**config.mk**
```make
export PLATFORM = sky130hd
export DESIGN_NAME = dmem_responder
export DESIGN_NICKNAME = d
export VERILOG_FILES = /design/src/rtl/dmem_responder.sv
export SDC_FILE = /design/constraint.sdc
export NUM_CORES = 1
export LEC_CHECK = 0
export CAP_MARGIN = 10
export CORE_MARGIN = 3
export CORE_UTILIZATION = 45
export DETAILED_ROUTE_END_ITERATION = 8
export DONT_BUFFER_PORTS = 1
export GPL_ROUTABILITY_DRIVEN = 0
export REMOVE_ABC_BUFFERS = 1
export SLEW_MARGIN = 5
export SYNTH_ARGS = -nofsm -noshare
export SYNTH_HDL_FRONTEND = slang
export SYNTH_SLANG_ARGS = --single-unit
```
**constraint.sdc**
```tcl
create_clock -name i_clk -period 4.8 [get_ports i_clk]
set_clock_uncertainty 0.2 [all_clocks]
set_input_delay 0.48 -clock i_clk [delete_from_list [all_inputs] [get_ports i_clk]]
set_output_delay 0.48 -clock i_clk [all_outputs]
set_load 0.01 [all_outputs]
```
**src/rtl/dmem_responder.sv**
```systemverilog
// Data-memory responder over a word-wide single-port SRAM: load lane extraction/extension
// and read-modify-write sub-word stores. Optional misalign/window trap: DMEM_MISALIGN_TRAP_EN.
module dmem_responder #(
  parameter int          SRAM_AW   = 12,
  parameter logic [31:0] BASE_ADDR = 32'h1000_0000
) (
  input  logic               i_clk,
  input  logic               i_rst,
  input  logic [31:0]        i_dmem_addr,
  input  logic [31:0]        i_dmem_wdata,
  input  logic               i_dmem_write,
  input  logic               i_dmem_read,
  input  logic               i_dmem_rdu,
  input  logic               i_dmem_byte,
  input  logic               i_dmem_hwrd,
  output logic [31:0]        o_dmem_rdata,
  output logic               o_dmem_stall,
  output logic               o_dmem_fault,
  output logic               o_sram_en,
  output logic               o_sram_we,
  output logic [SRAM_AW-1:0] o_sram_addr,
  output logic [31:0]        o_sram_wdata,
  input  logic [31:0]        i_sram_rdata
);

  typedef enum logic [1:0] {IDLE, RD, RMW} state_t;

  state_t             state;
  logic [SRAM_AW-1:0] lat_index;
  logic [1:0]         lat_lane;
  logic               lat_byte;
  logic               lat_hwrd;
  logic               lat_rdu;
  logic [31:0]        lat_wdata;

  logic [31:0]        offset;
  logic               in_window;
  logic [SRAM_AW-1:0] req_index;
  logic [1:0]         req_lane;
  logic               is_byte;
  logic               is_hwrd;
  logic               is_word;
  logic               req_valid;
  logic               suppress;
  logic               go;
  logic               fault_c;
`ifdef DMEM_MISALIGN_TRAP_EN
  logic               misaligned;
`endif

  function automatic logic [31:0] extract(input logic [31:0] word, input logic [1:0] lane,
                                          input logic sz_byte, input logic sz_hwrd,
                                          input logic rdu);
    logic [7:0]  b;
    logic [15:0] h;
    b = word[{lane, 3'b000} +: 8];
    h = word[{lane[1], 4'b0000} +: 16];
    if (sz_byte)
      return rdu ? {24'h0, b} : {{24{b[7]}}, b};
    else if (sz_hwrd)
      return rdu ? {16'h0, h} : {{16{h[15]}}, h};
    else
      return word;
  endfunction

  function automatic logic [31:0] merge(input logic [31:0] word, input logic [31:0] wdata,
                                        input logic [1:0] lane, input logic sz_byte);
    logic [31:0] result;
    result = word;
    if (sz_byte)
      result[{lane, 3'b000} +: 8] = wdata[7:0];
    else
      result[{lane[1], 4'b0000} +: 16] = wdata[15:0];
    return result;
  endfunction

  // BASE_ADDR is window-aligned, so the offset's low bits equal the address's lane bits.
  always_comb begin
    offset    = i_dmem_addr - BASE_ADDR;
    in_window = (offset[31:SRAM_AW+2] == '0);
    req_index = offset[SRAM_AW+1:2];
    is_byte   = i_dmem_byte;
    is_hwrd   = !i_dmem_byte && i_dmem_hwrd;
    is_word   = !i_dmem_byte && !i_dmem_hwrd;
    req_valid = i_dmem_write || i_dmem_read;
`ifdef DMEM_MISALIGN_TRAP_EN
    misaligned = (is_hwrd && offset[0]) || (is_word && (offset[1:0] != 2'b00));
    suppress   = !in_window || misaligned;
    req_lane   = offset[1:0];
`else
    suppress   = !in_window;
    req_lane   = is_byte ? offset[1:0] : (is_hwrd ? {offset[1], 1'b0} : 2'b00);
`endif
    go = req_valid && !suppress && (state == IDLE);
  end

  // Outputs are decoded from state, and in IDLE directly from the request, so a load
  // stalls in its request cycle and a word store completes in one cycle.
  always_comb begin
    o_dmem_rdata = 32'h0;
    o_dmem_stall = 1'b0;
    o_sram_en    = 1'b0;
    o_sram_we    = 1'b0;
    o_sram_addr  = '0;
    o_sram_wdata = 32'h0;
    fault_c      = 1'b0;
    if (!i_rst) begin
      case (state)
        IDLE: begin
          if (req_valid && suppress) begin
`ifdef DMEM_MISALIGN_TRAP_EN
            fault_c = 1'b1;
`endif
          end else if (req_valid) begin
            o_sram_en   = 1'b1;
            o_sram_addr = req_index;
            if (i_dmem_write && is_word) begin
              o_sram_we    = 1'b1;
              o_sram_wdata = i_dmem_wdata;
            end else begin
              o_dmem_stall = 1'b1;
            end
          end
        end
        RD: begin
          o_sram_addr  = lat_index;
          o_dmem_rdata = extract(i_sram_rdata, lat_lane, lat_byte, lat_hwrd, lat_rdu);
        end
        RMW: begin
          o_sram_en    = 1'b1;
          o_sram_we    = 1'b1;
          o_sram_addr  = lat_index;
          o_sram_wdata = merge(i_sram_rdata, lat_wdata, lat_lane, lat_byte);
        end
        default: ;
      endcase
    end
  end

`ifdef DMEM_MISALIGN_TRAP_EN
  assign o_dmem_fault = fault_c;
`else
  assign o_dmem_fault = 1'b0;
`endif

  always_ff @(posedge i_clk or posedge i_rst) begin
    if (i_rst) begin
      state     <= IDLE;
      lat_index <= '0;
      lat_lane  <= 2'b00;
      lat_byte  <= 1'b0;
      lat_hwrd  <= 1'b0;
      lat_rdu   <= 1'b0;
      lat_wdata <= 32'h0;
    end else begin
      case (state)
        IDLE: begin
          if (go) begin
            lat_index <= req_index;
            lat_lane  <= req_lane;
            lat_byte  <= is_byte;
            lat_hwrd  <= is_hwrd;
            lat_rdu   <= i_dmem_rdu;
            lat_wdata <= i_dmem_wdata;
            if (!i_dmem_write)
              state <= RD;
            else if (!is_word)
              state <= RMW;
          end
        end
        RD:      state <= IDLE;
        RMW:     state <= IDLE;
        default: state <= IDLE;
      endcase
    end
  end

endmodule

```
==> results of run 1 <==
## how the worst min path moves through the flow
stage                 start  slack (ns)  depth (start not counted)      endpoint
2_1_floorplan  lat_index[0]        0.28                          1  lat_index[0]
5_1_grt               i_rst        0.04                          2  lat_index[9]
4_1_cts               i_rst        0.01                          2  lat_index[7]
3_5_place_dp   lat_index[8]        0.30                          1  lat_index[8]
3_3_place_gp   lat_index[2]        0.29                          1  lat_index[2]
6_report              i_rst        0.02                          2  lat_wdata[4]
## area by class of cell
cell class | instances | area share (%)
Clock inverter | 3 | 0.6143
Multi-Input combinational cell | 344 | 67.28
Tap cell | 102 | 3.298
Inverter | 19 | 1.843
Timing Repair Buffer | 13 | 2.522
Clock buffer | 5 | 1.778
Sequential cell | 35 | 22.66
## power groups by stage
stage,sequential (mW),clock [mW],combinational [mW]
global route,0.295,0.252,0.0490
detailed placement,0.301,0,0.0429
CTS,0.295,0.238,0.0429
floorplan,0.301,0,0.0351
global placement,0.301,0,0.0422
finish,0.295,0.229,0.0425
## per-stage QoR
step	setup slack [ns]	hold slack [ns]	area, µm²	utilization [%]	std cells
floorplan	1.219	0.2803	3538	-	398
global placement	1.490	0.2884	3777	47.89	513
detailed placement	1.412	0.2953	3777	47.89	513
CTS	1.088	0.01243	3870	49.06	521
global route	0.8881	0.03936	3870	49.06	521
finish	1.065	0.01696	3870	49.06	521
## registers in the layout, summed over array words and instances (netlist names)
register   cells
lat_rdu        1
lat_lane       2
state          2
lat_byte       1
lat_index     12
lat_wdata     16
lat_hwrd       1
## logic make-up (layout without fill, tap and decap cells)
kind of cell / count (synthesis) / count (layout)
compound gates: 183 / 183
simple gates: 87 / 87
mux: 63 / 63
buf+inv: 58 / 40
flops: 35 / 35
fa+ha+maj: 9 / 9
other cells: 1 / 1
xor+xnor: 1 / 1
## layer usage
layer  up-vias  global-route usage [%]  wire (µm)  part of all wire (%)
li1       1652                       -          -                     -
met1      1747                   35.31       5464                    43
met2       196                   41.77       5828                    46
met3         6                   9.012       1353                    11
met4         0                   3.672         53                  0.42
met5         -                       0          0                     0
## cells in the mapped netlist, types with 3 or more instances
master and instances:
o21ai_0 67, mux2_2 46, dfrtp_1 35, a21oi_1 30, nand2_1 27, a221oi_1 24
clkbuf_1 24, nand3_1 24, o2bb2ai_1 24, inv_1 17, nor2_1 16, ha_1 9
mux2i_1 9, o21ai_1 9, a22oi_1 8, a311oi_1 8, mux4_2 8, o32ai_1 8
buf_2 7, buf_1 3, buf_4 3, nor3_1 3, nor4_4 3
## critical path, cell delays in order (launching register included)
cell,delay (ns)
dfrtp_2,0.71
buf_4,0.38
mux4_2,0.56
a21oi_2,0.87
a21oi_1,0.23
==> out/qor.csv, run 1 <==
metric,value,unit
synth_top_family_by_area,compound AO/OA/AOI/OAI gates,
clock_sinks,35,
antenna_found_initial,0,
start_kind,flop,
ff2ff_path_depth,7,
post-route-min-period,3.735,ns
combPwrFrac,7.5,%
pin_count,183,
r2r_slack,1.87,ns
core-area,7888,µm²
synth_flop_cell,dfrtp_1,
fin_nets,530,
async_reset_ff_share,100.0,%
die_y,96.94,µm
reg2reg_to,lat_index[2],
crit_required,4.12,ns
syn_inst,437,
hold_buffers,0,
muxShareOfSynthArea,21.18,%
synth_cell_types,46,
cap_viol_max_count,0,
status,"complete, no violations",
vias,3601,
syn_area_per_cell,8.515,µm²
synthSimpleGateAreaFrac,13.08,%
row_count,32,
hold_path.class,input pin to async pin,
n_antenna_cell,0,
rsz0062_at_grt,false,
synth_enable_flop_cells,0,
dieWidth,96.94,µm
synth.area.top_cells,"dfrtp_1, mux2_2, o21ai_0, a221oi_1, o2bb2ai_1",
tns,0,ns
worstSetupPathType,flop to output port,
switchingPower,147.5,µW
max_slew_margin,27.46,%
timing.fmax,267.8,MHz
numCtsBuffers,5,
place_hpwl,9256,µm
crit_end,o_dmem_rdata[15],
start_util,47.18,%
yosys_warnings,0,
grt_pass1_wl,20180,µm
post-route-period-util,77.80,%
ir_drop,0.1133,mV
r2r-start,state[0],
finalPower,566.2,µW
ys_seq_area_share,23.54,%
drt_first_pass_iters,5,
switching_share,26.05,%
critical_path.max_fanout,26,
drc,0,
die_area,9396,µm²
wl_per_cell,24.37,µm
drv_slew,0,
end_kind,output port,
grtUsageTotal,26.22,%
synth_compound_gate_area_share,32.01,%
cts_setup_buffers,0,
multi_input_area,2604,µm²
finalHoldViolCount,0,
syn-cell-area,3721,µm²
grt-ovfl-total,0,
drive_gt1_share,21.72,%
p_int,418.7,µW
layout_commonest_cell,o21ai_0,
h-tree-depth,2,
post-synth-top-area-cell,dfrtp_1,
worst_slew_pin_slew,1.088,ns
drt_iter0_markers,216,
setup_viol,0,
synth_fa_ha_area_share,3.026,%
nFillCells,795,
wirelength,12700,µm
grt_max_degree,65,
synth_xor_area_share,0.2354,%
vias_per_cell,6.912,
cts_buffer_depth,2,
clkTransAtPathRegs,0.08,ns
ctsResizeCount,0,
arrival,3.05,ns
ant_nets,0,
portBuffers,0,
synthToLayoutAreaGrowth,4.001,%
clock_latency,0.29,ns
cts_tree,done,
leakagePower,1.451,nW
seq_area,877.1,µm²
synth_top_area_share,23.54,%
startpoint,lat_lane[1],
final_cell_mix,"o21ai_0, mux2_2, dfrtp_1, a21oi_1, nand2_1",
power.share.clock,40.5,%
pwr-share-seq,52.0,%
powerDensity,146.3,nW/µm²
ys_seq_elements,35,
root_buffer,clkbuf_8,
grt_pass1_vias,3578,
Power figures use the tool's default switching activity.
==> run 2: changes to the inputs <==
- clock period: 4.8 -> 3.1 ns (I/O delays scaled with it)
==> run 2 against run 1 <==
Net effect:
- design area grew 15%
- die area did not move
- sequential share of layout area shrank 2.9 points
- critical path depth is 2 higher
- combinational power up 140%
- first-iteration DRC count increased by 7.9%
- setup slack worse by 0.89 ns
- sequential cell count unchanged
- sequential power grew 55%
- count of clock-buffer cells in the layout unchanged
- clock power rose by 120%
- worst hold slack gained 0.015 ns
- critical endpoint is now o_sram_wdata[31]
- largest cell class unchanged
==> out/qor.csv, run 2 (synthesis results as in run 1) <==
metric,value,unit
layout_commonest_cell,o21ai_0,
crit_required,2.59,ns
wirelength,13400,µm
die_area,9396,µm²
powerDensity,240.1,nW/µm²
start_kind,flop,
hold_path.class,input pin to flop,
routed-wl-met3,1574,µm
wl_per_cell,23.27,µm
row_count,32,
drc,0,
grt-ovfl-total,0,
cts_setup_buffers,0,
dp_slack,0.5324,ns
wl_met2,6017,µm
fin_nets,585,
r2r_slack,0.79,ns
cts_tree,done,
final_util,56.30,%
core-area,7888,µm²
worst_slack,0.1751,ns
cts_buffer_depth,2,
status,"complete, no violations",
r2r-start,state[0],
numCtsBuffers,5,
die_y,96.94,µm
worst_slew_pin_slew,0.6105,ns
post-route-period-util,94.35,%
highest-signal-layer,met4,
top_register,lat_wdata,
min_from,i_dmem_addr[1],
end_kind,output port,
drt_first_pass_iters,5,
synthToLayoutAreaGrowth,19.33,%
tns,0,ns
arrival,2.41,ns
clock_sinks,35,
drv_slew,0,
grtUsageTotal,27.78,%
clkTransAtPathRegs,0.08,ns
start_util,47.18,%
reg_top3,"lat_wdata x16, lat_index x12",
vias,3903,
reg2reg_to,lat_index[4],
drt_iter0_markers,233,
finalHoldViolCount,0,
max_slew_margin,59.02,%
holdPathStages,2,
final_cell_mix,"o21ai_0, mux2_2, dlygate4sd3_1, dfrtp_1, buf_4",
grt_max_degree,47,
post-route-min-period,2.925,ns
rsz0062_at_grt,false,
met1_length,5674,µm
place_hpwl,9675,µm
h-tree-depth,2,
grt_pass1_vias,3839,
clock_latency,0.28,ns
worstSetupPathType,flop to output port,
ff2ff_path_depth,8,
n_antenna_cell,0,
leakagePower,1.734,nW
ant_nets,0,
portBuffers,0,
antenna_found_initial,0,
setup_viol,0,
vias_per_cell,6.776,
root_buffer,clkbuf_8,
min_to,lat_lane[1],
drive_gt1_share,23.84,%
whs,0.03228,ns
critical_path.max_fanout,18,
dieWidth,96.94,µm
grt_pass1_wl,21490,µm
pin_count,183,
largest_reg_flops,16,
ir_drop,0.1761,mV
timing.fmax,341.9,MHz
cap_viol_max_count,0,
==> run 2: changes by cell type in the layout (fill, tap and decap cells not counted), sizes merged <==
cell         before  now
dlygate4sd3       0   34
clkinvlp          2    1
bufinv            0    2
inv              19   18
buf              13   34
==> run 2: how the worst max path moves through the flow <==
| stage | cells after the start | slack, ns | endpoint | start |
|---|---|---|---|---|
| final | 6 | 0.18 | o_sram_wdata[31] | lat_lane[1] |
| after global routing | 8 | 0.02 | o_sram_wdata[13] | lat_lane[0] |
| after CTS | 8 | 0.20 | o_sram_wdata[8] | lat_lane[0] |
| after floorplan | 3 | -0.31 | o_dmem_rdata[10] | lat_lane[1] |
| after global placement | 7 | 0.56 | o_sram_addr[8] | state[1] |
| after detailed placement | 8 | 0.53 | o_sram_wdata[8] | lat_lane[0] |
==> run 2: metrics by stage <==
stage | total power, mW | std cells | cell area (µm²)
6_report | 1.066 | 576 | 4441
5_1_grt | 1.107 | 576 | 4441
4_1_cts | 1.077 | 576 | 4437
3_5_place_dp | 0.5323 | 534 | 3960
3_3_place_gp | 0.5311 | 534 | 3960
2_1_floorplan | 0.5197 | 398 | 3538
==> run 2: layout make-up <==
class                      count  area (µm²)
clock inverter                 3       67.56
multi-input combinational    344        2608
sequential                    35       877.1
clock buffer                   5       68.82
fill                         722        3447
inverter                      19       71.32
tap                          102       127.6
timing repair buffer          68       620.6
==> run 2: power breakdown <==
part           switching (mW)  total (mW)  internal, mW
clock                   0.187       0.509         0.321
sequential          0.0000857       0.456         0.456
combinational          0.0417       0.101        0.0596
==> run 2: critical path, stage by stage, from the launching register on <==
cell,delay (ns)
dfrtp_2,0.63
ha_1,0.23
clkinv_1,0.31
nor4_2,0.37
buf_4,0.20
a221oi_1,0.08
o2bb2ai_1,0.29
==> run 2: per-layer routing <==
metal  track usage (%)  up-vias
li1                  -     1763
met1             38.82     1874
met2             42.62      252
met3             8.219       14
met4             5.832        0
met5                 0        -
==> run 2: timing repair <==
item	4_1_cts	5_1_grt
gates resized for setup	0	1
hold buffers	34	0
hold endpoints to repair	68	0
endpoints found under the setup margin	0	3
